**src/rtl/adder_pkg.sv**
```systemverilog
// Shared constants, types and helpers for the pipelined adder.
package adder_pkg;

  localparam int DEF_WIDTH  = 16;
  localparam int DEF_STAGES = 4;

  typedef struct packed {
    logic                 valid;
    logic                 carry;
    logic [DEF_WIDTH-1:0] psum;
  } stage_rec_t;

  function automatic int chunk_w(input int width, input int stages);
    return width / stages;
  endfunction

endpackage

```
**src/rtl/adder_slice.sv**
```systemverilog
// Combinational W-bit adder slice: s/co = a + b + ci.
module adder_slice #(
  parameter int W = 4
) (
  input  logic [W-1:0] a,
  input  logic [W-1:0] b,
  input  logic         ci,
  output logic [W-1:0] s,
  output logic         co
);

  logic [W:0] total;

  assign total = {1'b0, a} + {1'b0, b} + {{W{1'b0}}, ci};
  assign s     = total[W-1:0];
  assign co    = total[W];

endmodule

```
**src/rtl/pipelined_adder.sv**
```systemverilog
// WIDTH-bit adder split into STAGES carry-chained slices, one slice per clock.
// Optional PIPELINED_ADDER_OVF_EN adds a registered signed-overflow output (ovf).
module pipelined_adder
  import adder_pkg::*;
#(
  parameter int WIDTH  = DEF_WIDTH,
  parameter int STAGES = DEF_STAGES
) (
  input  logic             clk,
  input  logic             rst_n,
  input  logic             in_valid,
  output logic             in_ready,
  input  logic [WIDTH-1:0] x,
  input  logic [WIDTH-1:0] y,
  input  logic             cin,
  output logic             out_valid,
  input  logic             out_ready,
  output logic [WIDTH-1:0] sum,
  output logic             cout
`ifdef PIPELINED_ADDER_OVF_EN
  ,
  output logic             ovf
`endif
);

  localparam int CHUNK = chunk_w(WIDTH, STAGES);

  // Handshake: a transfer happens on an edge where valid && ready. The whole
  // pipe advances together when the output slot is empty or being drained;
  // in_ready is that advance term, so upstream is stalled with the pipe.
  logic adv;

  assign adv      = !out_valid || out_ready;
  assign in_ready = adv;

  for (genvar k = 0; k < STAGES; k++) begin : g_stage
    localparam int LOW = (k + 1) * CHUNK;
    localparam int SKW = WIDTH - LOW;

    logic [CHUNK-1:0] a, b, s;
    logic             ci, co, vin, load;
    logic [LOW-1:0]   sum_in;
    logic             valid_q, valid_d;
    logic             carry_q, carry_d;
    logic [LOW-1:0]   sum_q, sum_d;

    if (k == 0) begin : g_head
      assign a      = x[CHUNK-1:0];
      assign b      = y[CHUNK-1:0];
      assign ci     = cin;
      assign vin    = in_valid;
      assign sum_in = s;
    end else begin : g_body
      assign a      = g_stage[k-1].g_skew.xs_q[CHUNK-1:0];
      assign b      = g_stage[k-1].g_skew.ys_q[CHUNK-1:0];
      assign ci     = g_stage[k-1].carry_q;
      assign vin    = g_stage[k-1].valid_q;
      assign sum_in = {s, g_stage[k-1].sum_q};
    end

    adder_slice #(.W(CHUNK)) u_slice (
      .a  (a),
      .b  (b),
      .ci (ci),
      .s  (s),
      .co (co)
    );

    // Data only loads with a valid beat so outputs hold their last result
    // while bubbles pass through.
    assign load = adv && vin;

    always_comb begin
      valid_d = adv ? vin : valid_q;
      carry_d = load ? co : carry_q;
      sum_d   = load ? sum_in : sum_q;
    end

    always_ff @(posedge clk or negedge rst_n) begin
      if (!rst_n) begin
        valid_q <= 1'b0;
        carry_q <= 1'b0;
        sum_q   <= '0;
      end else begin
        valid_q <= valid_d;
        carry_q <= carry_d;
        sum_q   <= sum_d;
      end
    end

    if (SKW > 0) begin : g_skew
      logic [SKW-1:0] xs_in, ys_in;
      logic [SKW-1:0] xs_q, xs_d, ys_q, ys_d;

      if (k == 0) begin : g_src0
        assign xs_in = x[WIDTH-1:CHUNK];
        assign ys_in = y[WIDTH-1:CHUNK];
      end else begin : g_srcn
        assign xs_in = g_stage[k-1].g_skew.xs_q[SKW+CHUNK-1:CHUNK];
        assign ys_in = g_stage[k-1].g_skew.ys_q[SKW+CHUNK-1:CHUNK];
      end

      always_comb begin
        xs_d = load ? xs_in : xs_q;
        ys_d = load ? ys_in : ys_q;
      end

      always_ff @(posedge clk or negedge rst_n) begin
        if (!rst_n) begin
          xs_q <= '0;
          ys_q <= '0;
        end else begin
          xs_q <= xs_d;
          ys_q <= ys_d;
        end
      end
    end
  end

  assign out_valid = g_stage[STAGES-1].valid_q;
  assign sum       = g_stage[STAGES-1].sum_q;
  assign cout      = g_stage[STAGES-1].carry_q;

`ifdef PIPELINED_ADDER_OVF_EN
  // The top slice holds both operand MSBs, so overflow resolves in the last stage.
  logic ovf_q, ovf_d;
  logic a_msb, b_msb, s_msb;

  assign a_msb = g_stage[STAGES-1].a[CHUNK-1];
  assign b_msb = g_stage[STAGES-1].b[CHUNK-1];
  assign s_msb = g_stage[STAGES-1].s[CHUNK-1];

  always_comb begin
    ovf_d = ovf_q;
    if (g_stage[STAGES-1].load) ovf_d = (a_msb == b_msb) && (s_msb != a_msb);
  end

  always_ff @(posedge clk or negedge rst_n) begin
    if (!rst_n) ovf_q <= 1'b0;
    else        ovf_q <= ovf_d;
  end

  assign ovf = ovf_q;
`endif

endmodule

```
**config.mk**
```make
export PLATFORM = sky130hd
export DESIGN_NAME = pipelined_adder
export DESIGN_NICKNAME = d
export VERILOG_FILES = /design/src/rtl/adder_pkg.sv /design/src/rtl/adder_slice.sv /design/src/rtl/pipelined_adder.sv
export SDC_FILE = /design/constraint.sdc
export NUM_CORES = 1
export LEC_CHECK = 0
export ABC_AREA = 1
export CAP_MARGIN = 20
export CORE_MARGIN = 2
export CORE_UTILIZATION = 50
export DETAILED_ROUTE_END_ITERATION = 12
export PLACE_DENSITY = 0.73
export SYNTH_ARGS = -nofsm -noshare
export SYNTH_HDL_FRONTEND = slang
export SYNTH_HIERARCHICAL = 1
export SYNTH_SLANG_ARGS = --single-unit
```
**constraint.sdc**
```tcl
create_clock -name clk -period 4.4 [get_ports clk]
set_input_delay 1.32 -clock clk [delete_from_list [all_inputs] [get_ports clk]]
set_output_delay 1.32 -clock clk [all_outputs]
set_load 0.1 [all_outputs]
```
==> results.json <==
{
  "status": "complete, no violations",
  "wl_per_cell_um": 12.5,
  "fin_setup_tns_ns": 0,
  "arrival_ns": 2.33,
  "path_cells": "clkdlybuf4s50_1, inv_1, nand2_4, buf_12",
  "grt_max_degree": 75,
  "clk_pin_slew_ns": 0.08,
  "drv_cap": 0,
  "die_x_um": 98.4,
  "irDropWorstVdd_mv": 0.252,
  "cts_buffers": 9,
  "cp.required_ns": 3.08,
  "antenna_found_initial": 0,
  "diodes": 0,
  "drt.antenna.violating_nets": 0,
  "max_freq_mhz": 274,
  "clock_sinks": 96,
  "netlist_area_um2": 4450,
  "synth-simple-area-share_pct": 30.3,
  "root_buffer": "clkbuf_8",
  "endpoint_kind": "primary output",
  "clock_latency_ns": 0.36,
  "row_count": 34,
  "start_kind": "primary input",
  "ys_ff_latch": 96,
  "nets": 609,
  "crit_fanout": 26,
  "relSlewSlack_pct": 35.7,
  "drtIter0Drc": 172,
  "drc_errors": 0,
  "areaGrowthSynthToFinish_pct": 16.9,
  "total_power_mw": 3.79,
  "coreArea_um2": 8680,
  "synth_nets": 566,
  "netlist_instances": 509,
  "synthAdderAreaFrac_pct": 6.97,
  "cts_setup_buffers": 0,
  "grt_pass1_vias": 3368,
  "synth_area_per_cell_um2": 8.75,
  "viasPerCell": 5.04,
  "track_usage_pct": 18.6,
  "leakagePower_nw": 2.75,
  "min_path_type": "reg -> reg",
  "critical_path.max_stage_delay_ns": 0.46,
  "dp_hpwl_um": 5750,
  "gp_congestion": 0.792,
  "htree_levels": 3,
  "finalSetupViolCount": 0,
  "rsz0062_at_grt": "no",
  "synthMuxAreaShare_pct": 0,
  "vias": 3354,
  "finalClockSkew_ns": 0.00920,
  "numPlacedInstances": 649,
  "die_h_um": 98.4,
  "ys_types": 18,
  "fin_cells": 665,
  "synth_compound_area_share_pct": 1.35,
  "cts_tree": "yes",
  "cts_resized": 0,
  "min_period_over_period_pct": 82.9,
  "p_per_area_nw_per_um2": 729,
  "seq_area_frac_synth_pct": 54.0,
  "initial_core_util_pct": 51.3,
  "n_fill_cell": 793,
  "grt_first_pass_wirelength_um": 14700,
  "hold_buffers": 0,
  "finalMaxSlewViolations": 0,
  "yosys_warnings": 6,
  "synth_top_family_by_area": "simple AND/OR/NAND/NOR gates",
  "clock_path_buffers": 2,
  "hold_viol": 0,
  "gr-total-overflow": 0,
  "multi_input_area_um2": 1750,
  "tightestPinTransition_ns": 0.962,
  "io_buffers": 55,
  "finalWirelength_um": 8330,
  "die_area_um2": 9670,
  "crit_path_top_delay_cell": "clkdlybuf4s50_1",
  "path_class": "in -> out",
  "first_pass_iters": 4,
  "seqCellArea_um2": 2400,
  "drive_gt1_share_pct": 4.49,
  "io_pins": 56,
  "post-route-min-period_ns": 3.65,
  "utilization_pct": 59.9,
  "synth_xor_area_share_pct": 0.787
}
path summary, 6_finish.rpt:
check	from	to	slack [ns]	cells after the start
min	sum[13]	sum[13]	0.48	2
max in group asynchronous	rst_n	g_stage[2].sum_q[3]	2.71	2
max reg2reg	out_valid	g_stage[2].g_skew.ys_q[2]	1.98	5
max	out_ready	in_ready	0.75	4
min reg2reg	sum[13]	sum[13]	0.48	2
min in group asynchronous	rst_n	sum[10]	0.91	1
synth_stat cells (all sizes together):
cell,count,area [um^2]
xnor2,4,35.0
buf,25,176
o21ai,5,25.0
inv,29,109
nand4,1,6.26
nand3,105,526
ha,12,150
clkbuf,3,11.3
nand2,211,805
dfrtp,96,2400
a21oi,7,35.0
fa,8,160
nor2,3,11.3
flip-flops by register name, indices dropped and copies added, names as in the netlist:
signal	flops
cout	1
g_stage.carry_q	3
g_stage.g_skew.xs_q	24
g_stage.g_skew.ys_q	24
g_stage.sum_q	24
g_stage.valid_q	3
out_valid	1
sum	16
logic make-up after synthesis:
group           count (synthesis)
compound gates                 12
fa+ha+maj                      20
simple gates                  320
xor+xnor                        4
flops                          96
buf+inv                        57
cell type report:
class | instances | share of cell area, %
flip-flops and latches | 96 | 46.2
multi-input cells | 356 | 33.7
repair buffers | 60 | 11.4
clock buffers | 12 | 2.98
well taps | 108 | 2.60
inverters | 29 | 2.09
clock inverters | 4 | 1.01
layout by cell type (no fill, tap or decap), types with 2 or more instances in the layout:
cell / synthesis / routed
clkbuf_8: 0 / 11
clkinv_4: 0 / 2
nand3_1: 105 / 105
buf_4: 6 / 6
dfrtp_1: 96 / 96
nor2_1: 3 / 3
o21ai_0: 5 / 5
nand2_2: 2 / 2
a21oi_1: 7 / 7
fa_1: 8 / 8
xnor2_1: 4 / 4
clkdlybuf4s50_1: 0 / 53
ha_1: 12 / 12
inv_1: 29 / 29
nand2_1: 208 / 208
critical path, delay by kind of cell:
kind,cells,cell delay (ns)
buffers and inverters,3,0.76
and+or+nand+nor,1,0.24
stage by stage:
step / setup WS [ns] / hold WS [ns] / area (um^2)
after floorplan: 1.08 / 0.443 / 4450
after global placement: 0.714 / 0.452 / 4990
after detailed placement: 0.579 / 0.459 / 4990
after CTS: 0.761 / 0.480 / 5200
after global routing: 0.722 / 0.498 / 5200
final: 0.754 / 0.476 / 5200
metal layers:
metal,GRT usage (%),wire length (um),share of wire [%],vias to the layer above
met1,23.9,4010,48,1567
met4,6.53,127,1.5,0
met5,0,0,0,-
li1,-,-,-,1704
met2,31.9,3880,47,70
met3,3.15,305,3.7,13
power breakdown:
part / leakage, nW / internal [mW] / total [mW] / switching [mW]
clock: 0.107 / 0.295 / 0.593 / 0.297
sequential: 1.21 / 1.23 / 1.49 / 0.267
combinational: 1.43 / 0.525 / 1.71 / 1.18
Power figures use the tool's default switching activity.
